[src/rtl/uart_tx_word_serializer_pkg.sv]
// Shared definitions for the UART word serializer: FSM state encoding,
// byte/word geometry, and a helper that sizes the inter-byte gap counter.
package uart_tx_word_serializer_pkg;

    localparam int NB_STATE       = 3;
    localparam int NB_BYTE_DEF    = 8;
    localparam int NB_DATA_DEF    = 32;
    localparam int BYTES_PER_WORD = NB_DATA_DEF / NB_BYTE_DEF;
    localparam int NB_IDX         = 2;

    typedef enum logic [NB_STATE-1:0] {
        ST_IDLE = 3'd0,
        ST_SEND = 3'd1,
        ST_WAIT = 3'd2,
        ST_GAP  = 3'd3,
        ST_DONE = 3'd4
    } state_t;

    // A gap of zero still needs a 1-bit counter so the port stays legal.
    function automatic int gap_width(input int n_clocks);
        return (n_clocks > 0) ? $clog2(n_clocks + 1) : 1;
    endfunction

endpackage

[src/rtl/uart_tx_word_serializer_if.sv]
// Request/byte handshake bundle between the debug unit, the serializer and
// the UART transmitter core.
interface uart_tx_word_serializer_if #(
    parameter int NB_DATA = uart_tx_word_serializer_pkg::NB_BYTE_DEF *
                            uart_tx_word_serializer_pkg::BYTES_PER_WORD,
    parameter int NB_BYTE = uart_tx_word_serializer_pkg::NB_BYTE_DEF
);

    logic [NB_DATA-1:0] i_data;
    logic               i_tx_32b_start;
    logic               i_tx_8b_start;
    logic               i_tx_done;
    logic [NB_BYTE-1:0] o_tx_data;
    logic               o_tx_start;
    logic               o_tx_32b_done;
    logic               o_tx_8b_done;
    logic               o_busy;

    modport master (
        output i_data, i_tx_32b_start, i_tx_8b_start, i_tx_done,
        input  o_tx_data, o_tx_start, o_tx_32b_done, o_tx_8b_done, o_busy
    );

    modport slave (
        input  i_data, i_tx_32b_start, i_tx_8b_start, i_tx_done,
        output o_tx_data, o_tx_start, o_tx_32b_done, o_tx_8b_done, o_busy
    );

endinterface

[src/rtl/uart_tx_word_serializer_gap_counter.sv]
// Loadable down-counter with zero flag; load has priority over decrement and
// the count saturates at zero.
module uart_tx_word_serializer_gap_counter #(
    parameter int NB_COUNT = 3
) (
    input  logic                i_clock,
    input  logic                i_reset,
    input  logic                i_load,
    input  logic [NB_COUNT-1:0] i_load_value,
    input  logic                i_dec,
    output logic [NB_COUNT-1:0] o_count,
    output logic                o_zero
);

    logic [NB_COUNT-1:0] count_d;
    logic [NB_COUNT-1:0] count_q;

    always_comb begin
        count_d = count_q;
        if (i_load) begin
            count_d = i_load_value;
        end else if (i_dec && (count_q != '0)) begin
            count_d = count_q - NB_COUNT'(1);
        end
    end

    always_ff @(posedge i_clock) begin
        if (i_reset) begin
            count_q <= '0;
        end else begin
            count_q <= count_d;
        end
    end

    assign o_count = count_q;
    assign o_zero  = (count_q == '0);

endmodule

[src/rtl/uart_tx_word_serializer.sv]
// Splits a 32-bit word (or a single byte) into LSB-first bytes for the UART
// transmitter core, with a configurable idle gap between bytes.
module uart_tx_word_serializer #(
    parameter int NB_DATA               = uart_tx_word_serializer_pkg::NB_DATA_DEF,
    parameter int NB_BYTE               = uart_tx_word_serializer_pkg::NB_BYTE_DEF,
    parameter int N_CLOCKS_BETWEEN_DATA = 4
) (
    input  logic                          i_clock,
    input  logic                          i_reset,
    uart_tx_word_serializer_if.slave      bus
);

    import uart_tx_word_serializer_pkg::*;

    localparam int                NB_GAP   = gap_width(N_CLOCKS_BETWEEN_DATA);
    localparam logic [NB_IDX-1:0] LAST_IDX = NB_IDX'((NB_DATA / NB_BYTE) - 1);

    state_t             state_d,    state_q;
    logic [NB_DATA-1:0] word_d,     word_q;
    logic [NB_IDX-1:0]  idx_d,      idx_q;
    logic [NB_IDX-1:0]  last_idx_d, last_idx_q;
    logic               is_32b_d,   is_32b_q;
    logic [NB_BYTE-1:0] tx_data_d,  tx_data_q;
    logic               tx_start_d, tx_start_q;
    logic               done_32b_d, done_32b_q;
    logic               done_8b_d,  done_8b_q;
    logic               busy_d,     busy_q;

    logic               gap_load;
    logic               gap_dec;
    logic [NB_GAP-1:0]  gap_count;
    logic               gap_zero;

    uart_tx_word_serializer_gap_counter #(
        .NB_COUNT (NB_GAP)
    ) u_gap_counter (
        .i_clock      (i_clock),
        .i_reset      (i_reset),
        .i_load       (gap_load),
        .i_load_value (NB_GAP'(N_CLOCKS_BETWEEN_DATA)),
        .i_dec        (gap_dec),
        .o_count      (gap_count),
        .o_zero       (gap_zero)
    );

    // Outputs are registered from the next state, so SEND/DONE pulses line up
    // with the cycle the FSM actually occupies those states.
    always_comb begin
        state_d    = state_q;
        word_d     = word_q;
        idx_d      = idx_q;
        last_idx_d = last_idx_q;
        is_32b_d   = is_32b_q;
        gap_load   = 1'b0;
        gap_dec    = 1'b0;

        case (state_q)
            ST_IDLE: begin
                if (bus.i_tx_32b_start) begin
                    word_d     = bus.i_data;
                    idx_d      = '0;
                    last_idx_d = LAST_IDX;
                    is_32b_d   = 1'b1;
                    state_d    = ST_SEND;
                end else if (bus.i_tx_8b_start) begin
                    word_d     = bus.i_data;
                    idx_d      = '0;
                    last_idx_d = '0;
                    is_32b_d   = 1'b0;
                    state_d    = ST_SEND;
                end
            end
            ST_SEND: begin
                state_d = ST_WAIT;
            end
            ST_WAIT: begin
                if (bus.i_tx_done) begin
                    if (idx_q == last_idx_q) begin
                        state_d = ST_DONE;
                    end else begin
                        idx_d = idx_q + NB_IDX'(1);
                        if (N_CLOCKS_BETWEEN_DATA == 0) begin
                            state_d = ST_SEND;
                        end else begin
                            gap_load = 1'b1;
                            state_d  = ST_GAP;
                        end
                    end
                end
            end
            ST_GAP: begin
                // Leaving on the cycle the count steps 1 -> 0 gives exactly
                // N idle GAP cycles before the next SEND.
                gap_dec = 1'b1;
                if ((gap_count == NB_GAP'(1)) || gap_zero) begin
                    state_d = ST_SEND;
                end
            end
            ST_DONE: begin
                idx_d   = '0;
                state_d = ST_IDLE;
            end
            default: begin
                state_d = ST_IDLE;
            end
        endcase

        tx_data_d  = (state_d == ST_SEND) ? word_d[NB_BYTE*int'(idx_d) +: NB_BYTE] : tx_data_q;
        tx_start_d = (state_d == ST_SEND);
        done_32b_d = (state_d == ST_DONE) && is_32b_d;
        done_8b_d  = (state_d == ST_DONE) && !is_32b_d;
        busy_d     = (state_d != ST_IDLE);
    end

    always_ff @(posedge i_clock) begin
        if (i_reset) begin
            state_q    <= ST_IDLE;
            word_q     <= '0;
            idx_q      <= '0;
            last_idx_q <= '0;
            is_32b_q   <= 1'b0;
            tx_data_q  <= '0;
            tx_start_q <= 1'b0;
            done_32b_q <= 1'b0;
            done_8b_q  <= 1'b0;
            busy_q     <= 1'b0;
        end else begin
            state_q    <= state_d;
            word_q     <= word_d;
            idx_q      <= idx_d;
            last_idx_q <= last_idx_d;
            is_32b_q   <= is_32b_d;
            tx_data_q  <= tx_data_d;
            tx_start_q <= tx_start_d;
            done_32b_q <= done_32b_d;
            done_8b_q  <= done_8b_d;
            busy_q     <= busy_d;
        end
    end

    assign bus.o_tx_data     = tx_data_q;
    assign bus.o_tx_start    = tx_start_q;
    assign bus.o_tx_32b_done = done_32b_q;
    assign bus.o_tx_8b_done  = done_8b_q;
    assign bus.o_busy        = busy_q;

endmodule

[src/flat_wrapper.sv]
// flat-port wrapper written by rule: the top's interface ports become plain ports
module uart_tx_word_serializer_flat import uart_tx_word_serializer_pkg::*;
#(
    parameter int NB_DATA               = uart_tx_word_serializer_pkg::NB_DATA_DEF,
    parameter int NB_BYTE               = uart_tx_word_serializer_pkg::NB_BYTE_DEF,
    parameter int N_CLOCKS_BETWEEN_DATA = 4
)
  (i_clock, i_reset, bus_i_data, bus_i_tx_32b_start, bus_i_tx_8b_start, bus_i_tx_done, bus_o_tx_data, bus_o_tx_start, bus_o_tx_32b_done, bus_o_tx_8b_done, bus_o_busy);
  uart_tx_word_serializer_if #(.NB_DATA(NB_DATA), .NB_BYTE(NB_BYTE)) bus_i ();
  input  logic i_clock;
  input  logic i_reset;
  input wire logic [$bits(bus_i.i_data)-1:0] bus_i_data;
  input wire logic [$bits(bus_i.i_tx_32b_start)-1:0] bus_i_tx_32b_start;
  input wire logic [$bits(bus_i.i_tx_8b_start)-1:0] bus_i_tx_8b_start;
  input wire logic [$bits(bus_i.i_tx_done)-1:0] bus_i_tx_done;
  output wire logic [$bits(bus_i.o_tx_data)-1:0] bus_o_tx_data;
  output wire logic [$bits(bus_i.o_tx_start)-1:0] bus_o_tx_start;
  output wire logic [$bits(bus_i.o_tx_32b_done)-1:0] bus_o_tx_32b_done;
  output wire logic [$bits(bus_i.o_tx_8b_done)-1:0] bus_o_tx_8b_done;
  output wire logic [$bits(bus_i.o_busy)-1:0] bus_o_busy;
  assign bus_i.i_data = bus_i_data;
  assign bus_i.i_tx_32b_start = bus_i_tx_32b_start;
  assign bus_i.i_tx_8b_start = bus_i_tx_8b_start;
  assign bus_i.i_tx_done = bus_i_tx_done;
  assign bus_o_tx_data = bus_i.o_tx_data;
  assign bus_o_tx_start = bus_i.o_tx_start;
  assign bus_o_tx_32b_done = bus_i.o_tx_32b_done;
  assign bus_o_tx_8b_done = bus_i.o_tx_8b_done;
  assign bus_o_busy = bus_i.o_busy;
  uart_tx_word_serializer #(.NB_DATA(NB_DATA), .NB_BYTE(NB_BYTE), .N_CLOCKS_BETWEEN_DATA(N_CLOCKS_BETWEEN_DATA)) u_core (.i_clock(i_clock), .i_reset(i_reset), .bus(bus_i));
endmodule
[config.mk]
export PLATFORM = sky130hd
export DESIGN_NAME = uart_tx_word_serializer_flat
export DESIGN_NICKNAME = d
export VERILOG_FILES = /design/src/rtl/uart_tx_word_serializer_pkg.sv /design/src/rtl/uart_tx_word_serializer_if.sv /design/src/rtl/uart_tx_word_serializer_gap_counter.sv /design/src/rtl/uart_tx_word_serializer.sv /design/src/flat_wrapper.sv
export SDC_FILE = /design/constraint.sdc
export NUM_CORES = 1
export LEC_CHECK = 0
export ABC_AREA = 1
export BUFFER_PORTS_ARGS = -buffer_cell sky130_fd_sc_hd__buf_4
export CAP_MARGIN = 20
export CORE_AREA = 10 10 70 131
export CTS_BUF_LIST = sky130_fd_sc_hd__clkbuf_2 sky130_fd_sc_hd__clkbuf_4 sky130_fd_sc_hd__clkbuf_8
export DETAILED_ROUTE_END_ITERATION = 10
export DIE_AREA = 0 0 80 141
export PLACE_DENSITY = 0.63
export SLEW_MARGIN = 25
export SYNTH_ARGS = -nofsm -noshare
export SYNTH_HDL_FRONTEND = slang
export SYNTH_HIERARCHICAL = 1
export SYNTH_SLANG_ARGS = --single-unit
[constraint.sdc]
create_clock -name i_clock -period 1.9 [get_ports i_clock]
set_input_delay 0.38 -clock i_clock [delete_from_list [all_inputs] [get_ports i_clock]]
set_output_delay 0.38 -clock i_clock [all_outputs]
set_load 0.01 [all_outputs]
==> key figures <==
Synth
  • Unique masters post-synth: 27
  • Yosys warning count: 6
  • #FFs+latches synth: 54
  • Register area share after synthesis: between 30 and 40%
  • Mean post-synth cell area: ~6.5 sq um
  • Cells after Synth: between 400 and 500
  • Post-Syn Area: between 0.002 and 0.003 sq mm

Floorplanning
  • Die height: about 140 microns
  • IO Count: slightly below 50
  • Die Width: 80 microns
  • Core box area: around 0.0072 sq mm
  • # rows: 44
  • Die ar.: approximately 0.011 sq mm
  • Initial Util: roughly two fifths

Run status
  • Status: complete, no violations

Clock tree
  • Sink Count: 54
  • Post-CTS Setup Repair Bufs: 0
  • Htree depth: 2
  • Number of buffers created by CTS: 5
  • CTS root buf: clkbuf_8
  • TritonCTS clock tree: done
  • Clk_lat worst skew: 0.30 ns
  • Clk slew on worst S/H paths: 0.09 ns
  • Bufs on Longest Clock Path: 2

Final layout
  • Final #Nets: 510
  • Layout area overhead: 21.39%
  • Ant diodes: 0
  • Share of post-route cells with drive strength above 1: 17.58%
  • Final Util: between 40% and 50%

Setup path
  • Worst setup EP type: register
  • Crit path kind: reg2reg
  • Crit path max fanout: 17
  • Data required, critical path: around 2.1 ns
  • CP delay by family, top: simple AND/OR/NAND/NOR gates
  • Most frequent CP cell: nand3_1
  • Slowest CP cell: dfxtp_1
  • CP arrival: 1.93 ns
  • Worst path cell trace: inv_2, buf_4, nand3_1, nand3_4, nand2_4, nand2_1, nand3_1, nand3_1, nand2_1, inv_1
  • Startpoint types: register
  • Worst stage delay on the critical path: around 0.35 ns
  • CP Buf/Inv Count: 3

Timing
  • Clock Skew: 0.005452 ns
  • Pins over their slew limit: 0
  • RSZ-0062 raised after global routing: false
  • Fmax: ~580 MHz
  • Setup TNS: 0 ns
  • Final hold violation count: 0
  • Endpoints failing setup: 0
  • Period utilisation layout: around nine tenths
  • Worst setup margin: ~0.18 ns
  • Shortest period the worst path allows: 1.721 ns

GRT
  • First-pass GRT wire length: about 11 mm
  • Largest net degree at the start of global routing: 31
  • Congestion Overflow GR: 0
  • Initial antenna violation count: 0
  • Vias in the first global route: 2290
  • Global Route Usage Sum: 11.74%

Route
  • DRC violations left: 0
  • Detail Route Antenna Nets: 0
  • WL final: roughly 6.5 mm
  • Wire per inst: approximately 12 microns
  • DRT iter0 DRCs: approximately 190
  • Vias: between 2k and 2.5k
  • Via density: approximately 4.4
  • Drt pass-1 iters: 4

Placement
  • Placer Congestion: 0.7605
  • Worst Setup Slack post-DPL: between 0.15 and 0.2 ns
  • DP Wirelength: ~4.9 mm
  • Port Buffer Count: 48

Hold path
  • Worst Hold Class: in2reg

Power and ir drop
  • VDD IR-drop max: about 0.55 mV
  • Total power draw: around 3.0 mW
  • Leakage Power: between 1.5 and 2 nW
  • Pwr/cell area: between 900 and 1000 mW/mm^2

Job
  • Max Cap Viol: 0
-- routing by layer --
layer  global-route usage (%)  share of wire (%)
met5                        0                  0
met4                    2.799               0.92
met3                    3.822                7.8
met2                    17.04                 43
met1                    16.22                 48
-- final timing paths --
kind	from	end	slack [ns]	cells past startpoint
max	u_core/state_q[2]$_SDFF_PP0_	u_core/bus.o_tx_data[2]$_SDFFE_PP0N_	0.18	10
max reg2reg	u_core/state_q[2]$_SDFF_PP0_	u_core/bus.o_tx_data[2]$_SDFFE_PP0N_	0.18	10
min reg2reg	u_core/last_idx_q[0]$_SDFFE_PP0P_	u_core/last_idx_q[0]$_SDFFE_PP0P_	0.52	2
min	i_reset	u_core/word_q[8]$_SDFF_PP0_	0.32	2
-- layout make-up --
class,instances,area (sq um)
clock buffer,8,110.1
multi-input combinational,273,1282
inverter,80,300.3
fill,774,3826
tap,92,115.1
sequential,54,1082
timing repair buffer,57,440.4
-- placed cells by master, fill, tap and decap left out, drive strengths merged --
cell type  netlist  routed
nor3             1       1
a21oi            3       3
buf             12      57
dfxtp           54      54
nor2            55      55
inv             80      80
conb             2       3
nand3           49      49
o21ai           20      20
ha               2       2
nand2          121     121
clkbuf           5       8
nand4           16      16
o31ai            1       1
nand3b           2       2
-- kinds of logic after synthesis --
group | Yosys count | synth area share [%]
AOI/OAI and AO/OA | 24 | 4.606
and+or+nand+nor | 244 | 40.36
other | 2 | 0.2737
adders and majority gates | 2 | 0.9118
buffers and inverters | 97 | 14.46
DFF | 54 | 39.40
-- state kept, by name (all words and copies together) (netlist names) --
register                      count
u_core/bus.o_tx_32b_done          1
u_core/bus.o_tx_8b_done           1
u_core/u_gap_counter/o_count      3
u_core/idx_q                      2
u_core/state_q                    3
u_core/bus.o_tx_data              8
u_core/word_q                    32
u_core/is_32b_q                   1
u_core/bus.o_busy                 1
u_core/last_idx_q                 1
u_core/bus.o_tx_start             1
-- synth_stat cells --
cell | n | share of area [%]
ha_1 | 2 | 0.91
nor2_2 | 3 | 0.68
dfxtp_1 | 54 | 39
inv_2 | 3 | 0.41
nand2_2 | 2 | 0.46
nand3_1 | 46 | 8.4
a21oi_1 | 3 | 0.55
buf_4 | 2 | 0.55
o21ai_1 | 16 | 2.9
o21ai_0 | 3 | 0.55
conb_1 | 2 | 0.27
nand2_4 | 2 | 0.82
o31ai_1 | 1 | 0.27
nor2_8 | 1 | 0.73
nand4_1 | 16 | 3.6
inv_1 | 77 | 11
nor3_1 | 1 | 0.18
nor2_4 | 2 | 0.82
nand3_2 | 2 | 0.73
nor2_1 | 49 | 6.7
nand2_1 | 117 | 16
buf_2 | 8 | 1.5
o21ai_2 | 1 | 0.32
nand3b_1 | 2 | 0.55
nand3_4 | 1 | 0.64
clkbuf_1 | 5 | 0.68
buf_6 | 2 | 0.82
-- stage by stage --
step	hold slack, ns	instance area, sq um	cells
after floorplan	0.4671	2748	424
after global placement	0.5111	3207	556
after detailed placement	0.5073	3207	556
after CTS	0.3125	3317	564
after global routing	0.3092	3331	564
final	0.3203	3331	564
-- report_power, final --
group | total, mW | internal [mW] | leakage [nW] | switching [mW]
sequential | 1.36 | 1.30 | 0.447 | 0.0644
clock | 0.736 | 0.369 | 0.0575 | 0.367
combinational | 0.944 | 0.381 | 1.29 | 0.563
-- repair_timing --
item,4_1_cts,5_1_grt
hold buffers,0,0
setup endpoints to repair,0,8
resized for setup,0,3
(Power assumes the default switching activity.)
